<file path="config.mk">
export PLATFORM = sky130hd
export DESIGN_NAME = ldpc_demux_tree
export DESIGN_NICKNAME = d
export VERILOG_FILES = /design/src/rtl/ldpc_demux_tree.sv
export SDC_FILE = /design/constraint.sdc
export NUM_CORES = 1
export LEC_CHECK = 0
export BUFFER_PORTS_ARGS = -buffer_cell sky130_fd_sc_hd__buf_2
export CAP_MARGIN = 20
export CORE_AREA = 2 2 376 378
export CTS_CLUSTER_SIZE = 8
export DETAILED_ROUTE_END_ITERATION = 7
export DIE_AREA = 0 0 378 380
export HOLD_SLACK_MARGIN = 0.06
export PLACE_DENSITY = 0.34
export SLEW_MARGIN = 0
export SYNTH_ARGS = -nofsm -noshare
export SYNTH_HDL_FRONTEND = slang
export SYNTH_SLANG_ARGS = --single-unit
</file>
<file path="constraint.sdc">
create_clock -name i_clock -period 2.5 [get_ports i_clock]
set_clock_uncertainty 0.2 [all_clocks]
set_input_delay 0.375 -clock i_clock [delete_from_list [all_inputs] [get_ports i_clock]]
set_output_delay 0.375 -clock i_clock [all_outputs]
set_load 0.01 [all_outputs]
</file>
<file path="src/rtl/ldpc_demux_tree.sv">
// rtl/ldpc_demux_tree.sv - one-to-eight LDPC message demux tree with RAM tag filtering
// Valid is steered through three binary split stages; data and offset fan out to every lane.
module ldpc_demux_tree #(
  parameter int WIDTH            = 8,
  parameter int NUM_RAMS         = 24,
  parameter int EXPANSION_FACTOR = 96,
  parameter int FROM_RAM         = 0,
  localparam int RA              = $clog2(NUM_RAMS)
) (
  input  logic                          i_clock,
  input  logic                          i_reset,
  input  logic [WIDTH-1:0]              i_data,
  input  logic [EXPANSION_FACTOR-1:0]   i_offset,
  input  logic [RA-1:0]                 i_ram_addr,
  input  logic [2:0]                    i_to_branch,
  input  logic                          i_valid,
  output logic [8*WIDTH-1:0]            o_data,
  output logic [8*EXPANSION_FACTOR-1:0] o_offset,
  output logic [7:0]                    o_valid,
  output logic                          o_busy,
  output logic [15:0]                   o_drop_count
);

  logic accept, reject;

  logic                                  v0_q, v0_d;
  logic [1:0]                            v1_q, v1_d;
  logic [3:0]                            v2_q, v2_d;
  logic [7:0]                            v3_q, v3_d;
  logic [7:0]                            valid_q;
  logic                                  busy_q, busy_d;
  logic [15:0]                           drop_q, drop_d;

  logic [WIDTH-1:0]                      d0_q;
  logic [EXPANSION_FACTOR-1:0]           f0_q;
  logic [2:0]                            b0_q;
  logic [1:0][WIDTH-1:0]                 d1_q;
  logic [1:0][EXPANSION_FACTOR-1:0]      f1_q;
  logic [1:0][1:0]                       b1_q;
  logic [3:0][WIDTH-1:0]                 d2_q;
  logic [3:0][EXPANSION_FACTOR-1:0]      f2_q;
  logic [3:0]                            b2_q;
  logic [7:0][WIDTH-1:0]                 d3_q;
  logic [7:0][EXPANSION_FACTOR-1:0]      f3_q;
  logic [7:0][WIDTH-1:0]                 od_q;
  logic [7:0][EXPANSION_FACTOR-1:0]      of_q;

  assign accept = i_valid && (i_ram_addr == RA'(FROM_RAM));
  assign reject = i_valid && (i_ram_addr != RA'(FROM_RAM));

  // Each stage consumes the most significant remaining branch bit; 0 -> lower child.
  always_comb begin
    v0_d = accept;
    v1_d = '0;
    v2_d = '0;
    v3_d = '0;
    for (int c = 0; c < 2; c++) begin
      v1_d[c] = v0_q && (b0_q[2] == c[0]);
    end
    for (int p = 0; p < 2; p++) begin
      for (int c = 0; c < 2; c++) begin
        v2_d[2*p+c] = v1_q[p] && (b1_q[p][1] == c[0]);
      end
    end
    for (int p = 0; p < 4; p++) begin
      for (int c = 0; c < 2; c++) begin
        v3_d[2*p+c] = v2_q[p] && (b2_q[p] == c[0]);
      end
    end
    // Includes the incoming accept so busy rises the cycle after acceptance,
    // and the last stage so busy stays high through the final o_valid cycle.
    busy_d = v0_d | v0_q | (|v1_q) | (|v2_q) | (|v3_q);
    drop_d = drop_q;
    if (reject && (drop_q != 16'hFFFF)) begin
      drop_d = drop_q + 16'd1;
    end
  end

  always_ff @(posedge i_clock or posedge i_reset) begin
    if (i_reset) begin
      v0_q    <= 1'b0;
      v1_q    <= '0;
      v2_q    <= '0;
      v3_q    <= '0;
      valid_q <= '0;
      busy_q  <= 1'b0;
      drop_q  <= '0;
    end else begin
      v0_q    <= v0_d;
      v1_q    <= v1_d;
      v2_q    <= v2_d;
      v3_q    <= v3_d;
      valid_q <= v3_q;
      busy_q  <= busy_d;
      drop_q  <= drop_d;
    end
  end

  // Datapath is free-running and unreset; only the valid path qualifies it.
  always_ff @(posedge i_clock) begin
    d0_q <= i_data;
    f0_q <= i_offset;
    b0_q <= i_to_branch;
    for (int c = 0; c < 2; c++) begin
      d1_q[c] <= d0_q;
      f1_q[c] <= f0_q;
      b1_q[c] <= b0_q[1:0];
    end
    for (int p = 0; p < 2; p++) begin
      for (int c = 0; c < 2; c++) begin
        d2_q[2*p+c] <= d1_q[p];
        f2_q[2*p+c] <= f1_q[p];
        b2_q[2*p+c] <= b1_q[p][0];
      end
    end
    for (int p = 0; p < 4; p++) begin
      for (int c = 0; c < 2; c++) begin
        d3_q[2*p+c] <= d2_q[p];
        f3_q[2*p+c] <= f2_q[p];
      end
    end
    for (int l = 0; l < 8; l++) begin
      od_q[l] <= d3_q[l];
      of_q[l] <= f3_q[l];
    end
  end

  assign o_data       = od_q;
  assign o_offset     = of_q;
  assign o_valid      = valid_q;
  assign o_busy       = busy_q;
  assign o_drop_count = drop_q;

endmodule

</file>
==> results of run 1 <==
[worst max-delay path by stage]
stage                          startpoint              end  cells past startpoint
after floorplan           o_drop_count[0]  o_drop_count[1]                      6
after global placement    o_drop_count[0]  o_drop_count[1]                      5
after detailed placement  o_drop_count[0]  o_drop_count[1]                      5
after CTS                    o_offset[85]     o_offset[85]                      1
after global routing         o_offset[85]     o_offset[85]                      1
final                     o_drop_count[0]  o_drop_count[1]                      5
[cell families after synthesis]
family	synth area share, %
buf+inv	31.2
compound gates	0.924
flops	65.5
xor+xnor	0.597
fa+ha+maj	0.0711
mux	0.149
simple gates	1.55
[worst reg2reg max path, stage by stage, from the launching register on]
cell,delay [ns]
dfrtp_1,0.41
ha_1,0.21
and3_1,0.22
and4_1,0.52
a21o_1,0.22
mux2_2,0.33
[sequential cells by signal, indices dropped and copies added (netlist names), 8 cells and up]
register,flops
f0_q,96
f1_q,96
f2_q,96
f3_q,96
o_offset,96
o_drop_count,16
d0_q,8
d1_q,8
d2_q,8
d3_q,8
o_data,8
o_valid,8
v3_q,8
[cells in the final DEF, fill, tap and decap left out, drive strengths merged, types with 7 or more instances in the layout]
cell type	count
buf	975
dfrtp	40
xor2	11
and2	7
dfxtp	526
nor2b	7
dlygate4sd3	111
clkbuf	95
a211oi	8
[power groups by stage]
| stage | Combinational, mW | Clock [mW] | Sequential [mW] |
|---|---|---|---|
| after floorplan | 1.31 | 0 | 10.1 |
| after global placement | 1.52 | 0 | 10.2 |
| after detailed placement | 1.49 | 0 | 10.2 |
| after CTS | 1.65 | 10.2 | 10.0 |
| after global routing | 1.74 | 10.6 | 10.1 |
| final | 1.62 | 9.68 | 10.0 |
[cell type report]
class                   count  area [µm²]
fillers                 15571      116000
flip-flops and latches    566       11500
repair buffers           1086        6000
well taps                1876        2350
clock buffers              95        2200
multi-input cells          76         579
clock inverters             4        30.0
inverters                   3        11.3
diodes                      4        10.0
[stage by stage]
step	cells	util, %
finish	3710	16.3
global route	3706	16.3
CTS	3706	16.3
detailed placement	3496	13.9
global placement	3496	13.9
floorplan	1376	-
[per-layer routing]
metal | share of wire [%] | up-vias
met2 | 44 | 327
met3 | 8.4 | 75
li1 | - | 4393
met4 | 3.1 | 0
met5 | 0 | -
met1 | 44 | 4273
[timing repair]
item / CTS / global route
endpoints found under the hold margin: 157 / 0
gates resized for setup: 0 / 0
hold buffers: 111 / 0
[Yosys cell counts (all sizes together), types with 2 or more instances]
cell    instances  area, µm²
and4            4       35.0
dfxtp         526      10500
and3            2       12.5
o21ai           2       10.0
nand2           6       22.5
o31ai           2       15.0
dfrtp          40       1000
and2            7       43.8
xor2           11       96.3
nor4            4       25.0
or4             2       18.8
nor3            2       15.0
a211oi          8       60.1
buf           730       5480
nand3           6       30.0
inv             3       11.3
nor2b           7       43.8
mux2            2       26.3
==> impl_results.md, run 1 <==
* M1 GR Usage at ~7.4%
* Total Routed Length at 42.7 mm
* Power Internal at 16.4 mW
* CP Capture Type: flip-flop
* P&R area growth vs syn at 29.0%
* CTS Buf Count at 82
* Slowest CP cell: and4_1
* Status: finished, final reports clean
* Share of cells above drive strength 1 at around 59%
* Cell Area, Synth at between 15000 and 20000 µm²
* Max incr delay on CP at approximately 0.52 ns
* P per Cell Area at between 900 and 1000 nW/µm²
* Worst IR Drop VDD at between 0.3 and 0.4 mV
* Vias in the first global route at 8525
* Worst slew margin at around half
* Placer Congestion at just under 0.7
* Num ports at about 970
* Post-DP HPWL at 32.1 mm
* Detail Route Antenna Nets at 0
* CTS tree: built
* Async SR Flop Fraction at 7.07%
* Setup crit start kind: flip-flop
* Largest net degree at the start of global routing at 41
* 1st-iter DRT viols at between 200 and 300
* Met2 Usage GRT at 8.02%
* GRT Total Usage at roughly 5.7%
* Number of remaining DRC errors at 0
* Seq pwr share at 47.0%
* Nets at 1931
* Avg Synthesized Cell Area at 12.8 µm²
* CTS sink cnt at 566
* Hold endpoint: f3_q[189]
* Total congestion overflow at 0
* Core region area at 139000 µm²
* Max clock buf depth at 3
* Hold path startpoint: f2_q[381]
* Combinational power share at between 7 and 8%
* R2R Setup Slk at about 0.26 ns
* End of the worst register-to-register path: o_drop_count[1]
* Leakage Power at ~11 nW
* Total number of vias at ~9100
* Synth Instances at 1376
* WL per Instance at between 10 and 15 µm
* Die height at about 380 µm
* Crit path time final at ~2.2 ns
* Area of placed instances at roughly 19000 µm²
* DR vias/cell at around 2.4
* Post-Route Hold Slack at around 0.11 ns
* Number of synthesized register bits at approximately 570
* Req. time, crit path at 2.80 ns
* Sw Ratio at 23.0%
* Final period util at between 80% and 90%
* Worst setup slack after layout at 0.257 ns
* Register area share after synthesis at between 60% and 70%
* Initial core utilization at between 10% and 20%
* CTS root buf: clkbuf_16
* Final total power at 21.3 mW
* TNS Setup at 0 ns
* H-tree depth at 3
* FF-to-FF path depth at 5
* Clock share of power at 45.4%
* Pins Over Slew Limit at 0
* Crit-path max FO at 10
* Main synth FF type: dfxtp_1
* Initial antenna violation count at 4
* DRT Pass-1 Iters at 4
* GR peak layer: met2
* Hold Violations, Final at 0
* Post-synth EDFFs at 0
* Post-CTS Setup Bufs at 0
* Syn nets at 1492
* Worst reg2reg path startpoint: o_drop_count[0]
* Crit path max-delay family: simple AND/OR/NAND/NOR gates
* Number of port buffers at 971
* Net load switching power at just under 5 mW
* Hold Path Stages at 0
* Max Clock Freq at ~0.45 GHz
* RSZ-0062 raised after global routing: no
* Clk pin slew, worst setup/hold paths at about 0.05 ns
* Worst path cell trace: ha_1 -> and3_1 -> and4_1 -> a21o_1 -> mux2_2
* Synth cell types at 34
* Fin area at 22700 µm²
* Final setup viols at 0
* FP Rows at between 100 and 150
* MaxCap Viol Count at 0
* Critical path buffer and inverter count at 0
* CP Class: reg -> reg
* Tightest Hold Check Type: reg -> reg
* Pin slew with the least headroom to its limit at around 0.74 ns
* Place WS at approximately 0.26 ns
* Die Wd at 378 µm
* Global-route wire length before repair at between 50 and 60 mm
* Worst-Skew Late Latency at 0.61 ns
* Met3 usage at between 2 and 2.5%
* Die ar. at ~140000 µm²
* WP data arrival at roughly 2.5 ns
* Warnings, synthesis at 0
Note: power is estimated with default switching activity, not from simulation.
==> run 2: changes to the inputs <==
--- a/config.mk
+++ b/config.mk
@@ -7,12 +7,12 @@
 export LEC_CHECK = 0
 export BUFFER_PORTS_ARGS = -buffer_cell sky130_fd_sc_hd__buf_2
 export CAP_MARGIN = 20
-export CORE_AREA = 2 2 376 378
+export CORE_AREA = 2 2 382 384
 export CTS_CLUSTER_SIZE = 8
 export DETAILED_ROUTE_END_ITERATION = 7
-export DIE_AREA = 0 0 378 380
+export DIE_AREA = 0 0 384 386
 export HOLD_SLACK_MARGIN = 0.06
-export PLACE_DENSITY = 0.34
+export PLACE_DENSITY = 0.33
 export SLEW_MARGIN = 0
 export SYNTH_ARGS = -nofsm -noshare
 export SYNTH_HDL_FRONTEND = slang
==> run 2 against run 1 <==
Compared with the run above: count of clock-buffer cells in the layout rose by 1; core utilization is 0.45 points lower; via count grew 2.0%; cell count increased by 1.4%; first-iteration DRC count up 0.72%; setup slack lost 0.026 ns; critical path depth did not move; cell area up 0.96%; power rose by 2.3%; maximum frequency decreased by 1.2%; highest routed layer unchanged.
==> impl_results.md, run 2 (synthesis results as in run 1) <==
* Worst IR Drop VDD at 0.545 mV
* 1st-iter DRT viols at 279
* Share of cells above drive strength 1 at between 50% and 60%
* WP data arrival at 2.60 ns
* Clk pin slew, worst setup/hold paths at about 0.060 ns
* CTS root buf: clkbuf_16
* M1 GR Usage at 7.53%
* # placed instances at 3537
* Die Wd at 384 µm
* RSZ-0062 raised after global routing: no
* Post-CTS Setup Bufs at 0
* Max clock buf depth at 3
* Commonest non-fill, non-tap cell in the layout: buf_2
* Placer Congestion at 0.701
* CTS Buf Count at 84
* Fin cells at about 3800
* Number of port buffers at slightly below 1000
* Pins Over Slew Limit at 0
* Initial antenna violation count at 7
* Crit path time final at ~2.3 ns
* CP Capture Type: flip-flop
* Hold Violations, Final at 0
* Die height at 386 µm
* Post-Route Hold Slack at around 0.11 ns
* Global-route wire length before repair at approximately 55 mm
* Total number of vias at 9246
* Hold Buf Count CTS at approximately 110
* Final setup viols at 0
* Num ports at 972
* Initial core utilization at roughly an eighth
* DR vias/cell at ~2.5
* P&R area growth vs syn at 30.3%
* Nets at 1935
* Leakage Power at about 11 nW
* FP Rows at 140
* Max Clock Freq at ~0.44 GHz
* Met2 Usage GRT at about 6.7%
* GRT Total Usage at under 10%
* Most frequent cells in the layout: buf_2, dfxtp_1, dlygate4sd3_1
* Vias in the first global route at 7750
* Tightest Hold Check Type: reg -> reg
* TNS Setup at 0 ns
* WL per Instance at around 12 µm
* Total congestion overflow at 0
* Slowest CP cell: and4_1
* Die ar. at between 100000 and 150000 µm²
* Worst slew margin at 52.5%
* Worst setup slack after layout at approximately 0.23 ns
* MaxCap Viol Count at 0
* Met3 usage at 2.37%
* Largest net degree at the start of global routing at 41
* Core region area at between 100000 and 150000 µm²
* Worst-Skew Late Latency at 0.64 ns
* H-tree depth at 3
* Status: finished, final reports clean
* CP Class: reg -> reg
* Pin slew with the least headroom to its limit at between 0.7 and 0.8 ns
* CTS tree: built
* Max incr delay on CP at between 0.5 and 0.6 ns
* Setup crit start kind: flip-flop
* Number of remaining DRC errors at 0
* GR peak layer: met1
* DRT Pass-1 Iters at 4
* Worst path cell trace: ha_1 -> and3_1 -> and4_1 -> a21o_1 -> mux2_2
* Post-DP HPWL at 32.6 mm
* Crit-path max FO at 10
* Final period util at just over 90%
* Final total power at around 22 mW
* PostCTS Resize Cnt at 0
* Place WS at ~0.25 ns
* Req. time, crit path at approximately 2.8 ns
* Total Routed Length at approximately 43 mm
* CTS sink cnt at 566
* P per Cell Area at around 950 nW/µm²
* Detail Route Antenna Nets at 0
## run 2: changes by cell type in the layout (fill, tap and decap cells not counted), moves of 2 or more
cell,change
dlygate4sd3_1,+2
inv_6,+2
clkinv_16,+2
clkbuf_8,+2
## run 2: path summary, 6_finish.rpt
kind                                       from               to  slack, ns  cells after the start
min in group asynchronous               i_reset       o_valid[6]       0.22                      4
worst max-delay path            o_drop_count[0]  o_drop_count[1]       0.23                      5
worst min-delay path                    f0_q[4]        f1_q[100]       0.11                      0
worst max register to register  o_drop_count[0]  o_drop_count[1]       0.23                      5
max in group asynchronous               i_reset  o_drop_count[7]       1.43                      4
worst min register to register          f0_q[4]        f1_q[100]       0.11                      0
## run 2: cell type report
cell class,instances,area (µm²)
well taps,1917,2400
flip-flops and latches,566,11500
repair buffers,1088,6020
inverters,3,11.3
clock inverters,12,166
diodes,5,12.5
clock buffers,96,2210
multi-input cells,76,584
fillers,16130,122000
## run 2: metal layers
layer  wire [µm]  share of wire [%]  vias to the layer above
li1            -                  -                     4419
met2       18300                 42                      379
met5           0                  0                        -
met1       19600                 45                     4366
met3        4160                9.6                       82
met4        1330                3.1                        0
## run 2: power breakdown
| group | leakage (nW) | internal (mW) | switching, mW | total [mW] |
|---|---|---|---|---|
| Clock | 1.16 | 6.26 | 3.89 | 10.2 |
| Combinational | 4.56 | 0.751 | 0.859 | 1.61 |
| Sequential | 4.97 | 9.59 | 0.445 | 10.0 |
## run 2: metrics by stage
step           util [%]  area (µm²)
3_3_place_gp       13.4       19400
5_1_grt            15.9       22900
6_report           15.9       22900
3_5_place_dp       13.4       19400
2_1_floorplan         -       17600
4_1_cts            15.9       22900
## run 2: critical path, delay by kind of cell (launching register included)
kind	cells	cell delay [ns]
AND/OR/NAND/NOR	2	0.75
flip-flops	1	0.43
multiplexers	1	0.34
AO/OA/AOI/OAI	1	0.23
adder cells (fa/ha/maj)	1	0.21
==> run 3: changes to the inputs <==
--- a/config.mk
+++ b/config.mk
@@ -5,14 +5,15 @@
 export SDC_FILE = /design/constraint.sdc
 export NUM_CORES = 1
 export LEC_CHECK = 0
+export ABC_AREA = 1
 export BUFFER_PORTS_ARGS = -buffer_cell sky130_fd_sc_hd__buf_2
 export CAP_MARGIN = 20
-export CORE_AREA = 2 2 382 384
+export CORE_AREA = 2 2 374 376
 export CTS_CLUSTER_SIZE = 8
 export DETAILED_ROUTE_END_ITERATION = 7
-export DIE_AREA = 0 0 384 386
+export DIE_AREA = 0 0 376 378
 export HOLD_SLACK_MARGIN = 0.06
-export PLACE_DENSITY = 0.33
+export PLACE_DENSITY = 0.34
 export SLEW_MARGIN = 0
 export SYNTH_ARGS = -nofsm -noshare
 export SYNTH_HDL_FRONTEND = slang
==> run 3 against run 2 <==
Compared with the run above: count of clock-buffer cells in the layout rose by 3; non-clock buffer count fell by 2; register-to-register slack improved by 0.32 ns; power fell by 1.4%; sequential cell count did not move; critical path type is now in -> reg; critical endpoint is now v0_q; largest cell class unchanged.
==> impl_results.md, run 3 <==
* Largest family of logic cells by synthesized area: buffers and inverters
* Num ports at just under 1000
* P per Cell Area at about 940 nW/µm²
* Most frequent cells in the layout: buf_2, dfxtp_1, dlygate4sd3_1
* Final setup viols at 0
* M1 GR Usage at around 5.3%
* Post-CTS Setup Bufs at 0
* Simple-gate share of the synthesized area at between 3 and 4%
* # fillers at roughly 15000
* Hold endpoint: o_offset[51]
* Adder-cell area share of the yosys netlist at less than 1%
* MaxCap Viol Count at 0
* Die ar. at 142000 µm²
* CTS Buf Count at 83
* Main synth FF type: dfxtp_1
* Number of port buffers at between 900 and 1000
* Area leader, netlist: dfxtp_1
* GRT Total Usage at 4.40%
* Req. time, crit path at about 2.9 ns
* Met2 Usage GRT at 6.16%
* Tightest Hold Check Type: reg -> reg
* Total number of vias at 9143
* Synth Area in XOR/XNOR at less than 1%
* Cell Area, Synth at 17800 µm²
* FP Rows at ~140
* Core region area at ~140000 µm²
* Ranking of synthesized cells by area: dfxtp_1, buf_4, dfrtp_1, nand2_1, inv_1
* Max Clock Freq at about 0.47 GHz
* Post-synthesis compound-gate area fraction at 0.379%
* CP Capture Type: flip-flop
* Pin slew with the least headroom to its limit at 0.638 ns
* Global-route wire length before repair at 46.5 mm
* Commonest non-fill, non-tap cell in the layout: buf_2
* P&R area growth vs syn at 28.8%
* DRT Pass-1 Iters at 4
* Detail Route Antenna Nets at 0
* Register area share after synthesis at 64.7%
* Post-DP HPWL at between 20 and 25 mm
* CTS root buf: clkbuf_16
* Clk pin slew, worst setup/hold paths at ~0.050 ns
* Met3 usage at under 10%
* Vias in the first global route at 7896
* Syn nets at about 1600
* Crit-path max FO at 2
* CTS sink cnt at between 500 and 600
* WL per Instance at 9.06 µm
* Synth cell types at 21
* FF-to-FF path depth at 9
* GR peak layer: met2
* 1st-iter DRT viols at 201
* Pins Over Slew Limit at 0
* Crit path time final at roughly 2.1 ns
* Worst reg2reg path startpoint: o_drop_count[0]
* Largest net degree at the start of global routing at between 40 and 50
* Avg Synthesized Cell Area at between 10 and 15 µm²
* Synth Instances at between 1000 and 1500
* RSZ-0062 raised after global routing: no
* Worst IR Drop VDD at 0.350 mV
* Post-Route Hold Slack at between 0.1 and 0.15 ns
* R2R Setup Slk at 0.55 ns
* Leakage Power at roughly 11 nW
* # placed instances at roughly 3500
* Worst-Skew Late Latency at approximately 0.65 ns
* Number of synthesized register bits at 566
* Post-synth top area share at 59.1%
* PostCTS Resize Cnt at 0
* CP Class: in -> reg
* Worst slew margin at 57.5%
* Total Routed Length at approximately 34 mm
* Post-synth EDFFs at 0
* Multiplexer share of the synthesized area at 0%
* Initial core utilization at about an eighth
* End of the worst register-to-register path: o_drop_count[4]
* Most frequent cell after synthesis: buf_4
* Status: finished, final reports clean
* Warnings, synthesis at 0
* Fin cells at about 3700
* Setup crit start kind: input port
* Crit path from: i_ram_addr[4]
* TNS Setup at 0 ns
* Hold Violations, Final at 0
* WP data arrival at 2.51 ns
* Placer Congestion at about 0.7
* Hold path startpoint: f3_q[147]
* Final period util at approximately 85%
* Initial antenna violation count at 3
* Total congestion overflow at 0
* Max clock buf depth at 3
* Number of remaining DRC errors at 0
* Async SR Flop Fraction at under 10%
* Nets at just over 2000
* Share of cells above drive strength 1 at a little under three fifths
* Top cells by count, synth: buf_4, dfxtp_1, nand2_1
* Die height at 378 µm
* Hold Path Stages at 0
* DR vias/cell at 2.44
* H-tree depth at 3
* CTS tree: built
* Die Wd at around 380 µm
-- run 3: changes by cell type in the layout (fill, tap and decap cells not counted), sizes merged, moves of 6 or more --
cell | previous run | this run
inv | 7 | 35
nor2b | 7 | 0
nand2 | 6 | 82
o21ai | 2 | 9
xor2 | 11 | 5
and2 | 7 | 0
a211oi | 8 | 0
nor2 | 1 | 28
-- run 3: what timing repair did --
action	4_1_cts	5_1_grt
setup endpoints to repair	0	0
hold endpoints to repair	152	0
hold buffers	113	0
-- run 3: cell type report --
| cell class | instances | area (µm²) | share of cell area (%) |
|---|---|---|---|
| timing repair buffer | 1086 | 6010 | 26.1 |
| sequential | 566 | 11500 | 50.2 |
| clock buffer | 99 | 2210 | 9.61 |
| inverter | 32 | 120 | 0.523 |
| multi-input combinational | 143 | 686 | 2.98 |
| antenna | 1 | 2.50 | 0.0109 |
| clock inverter | 9 | 156 | 0.681 |
| tap | 1807 | 2260 | 9.84 |
-- run 3: critical path, cell delays in order --
cell and delay [ns]:
dlygate4sd3_1 0.53, buf_2 0.12, nor2_1 0.11, nand3_1 0.43, dlygate4sd3_1 0.85, inv_1 0.08
-- run 3: stage by stage --
step / utilization (%) / setup WS [ns] / total power [mW] / cell area [µm²]
2_1_floorplan: - / 0.813 / 11.4 / 17800
4_1_cts: 16.6 / 0.388 / 22.1 / 23000
6_report: 16.6 / 0.377 / 21.5 / 23000
5_1_grt: 16.6 / 0.353 / 22.7 / 23000
3_3_place_gp: 14.1 / 0.550 / 11.5 / 19500
3_5_place_dp: 14.1 / 0.525 / 11.5 / 19500
-- run 3: worst max path at each step --
stage | end | slack [ns] | depth (start not counted)
floorplan | o_drop_count[3] | 0.81 | 9
global placement | o_drop_count[9] | 0.55 | 9
detailed placement | o_drop_count[3] | 0.53 | 9
CTS | o_offset[570] | 0.39 | 1
global route | o_offset[267] | 0.35 | 1
finish | v0_q | 0.38 | 6
-- run 3: cells by family after synthesis --
kind of cell,Yosys count
AOI/OAI and AO/OA,9
xor gates and xnor gates,5
adders and majority gates,1
buffers and inverters,763
DFF,566
and+or+nand+nor,128
-- run 3: per-layer routing --
| layer | up-vias | share of wire, % |
|---|---|---|
| li1 | 4626 | - |
| met5 | - | 0.038 |
| met1 | 4027 | 42 |
| met3 | 94 | 9.2 |
| met4 | 2 | 4.2 |
| met2 | 394 | 45 |
-- run 3: where the power goes --
| group | switching, mW | internal, mW | leakage (nW) | total, mW |
|---|---|---|---|---|
| combinational | 0.820 | 0.722 | 4.77 | 1.54 |
| sequential | 0.307 | 9.57 | 4.99 | 9.87 |
| clock | 3.84 | 6.25 | 1.15 | 10.1 |
| total | 4.97 | 16.5 | 10.9 | 21.5 |
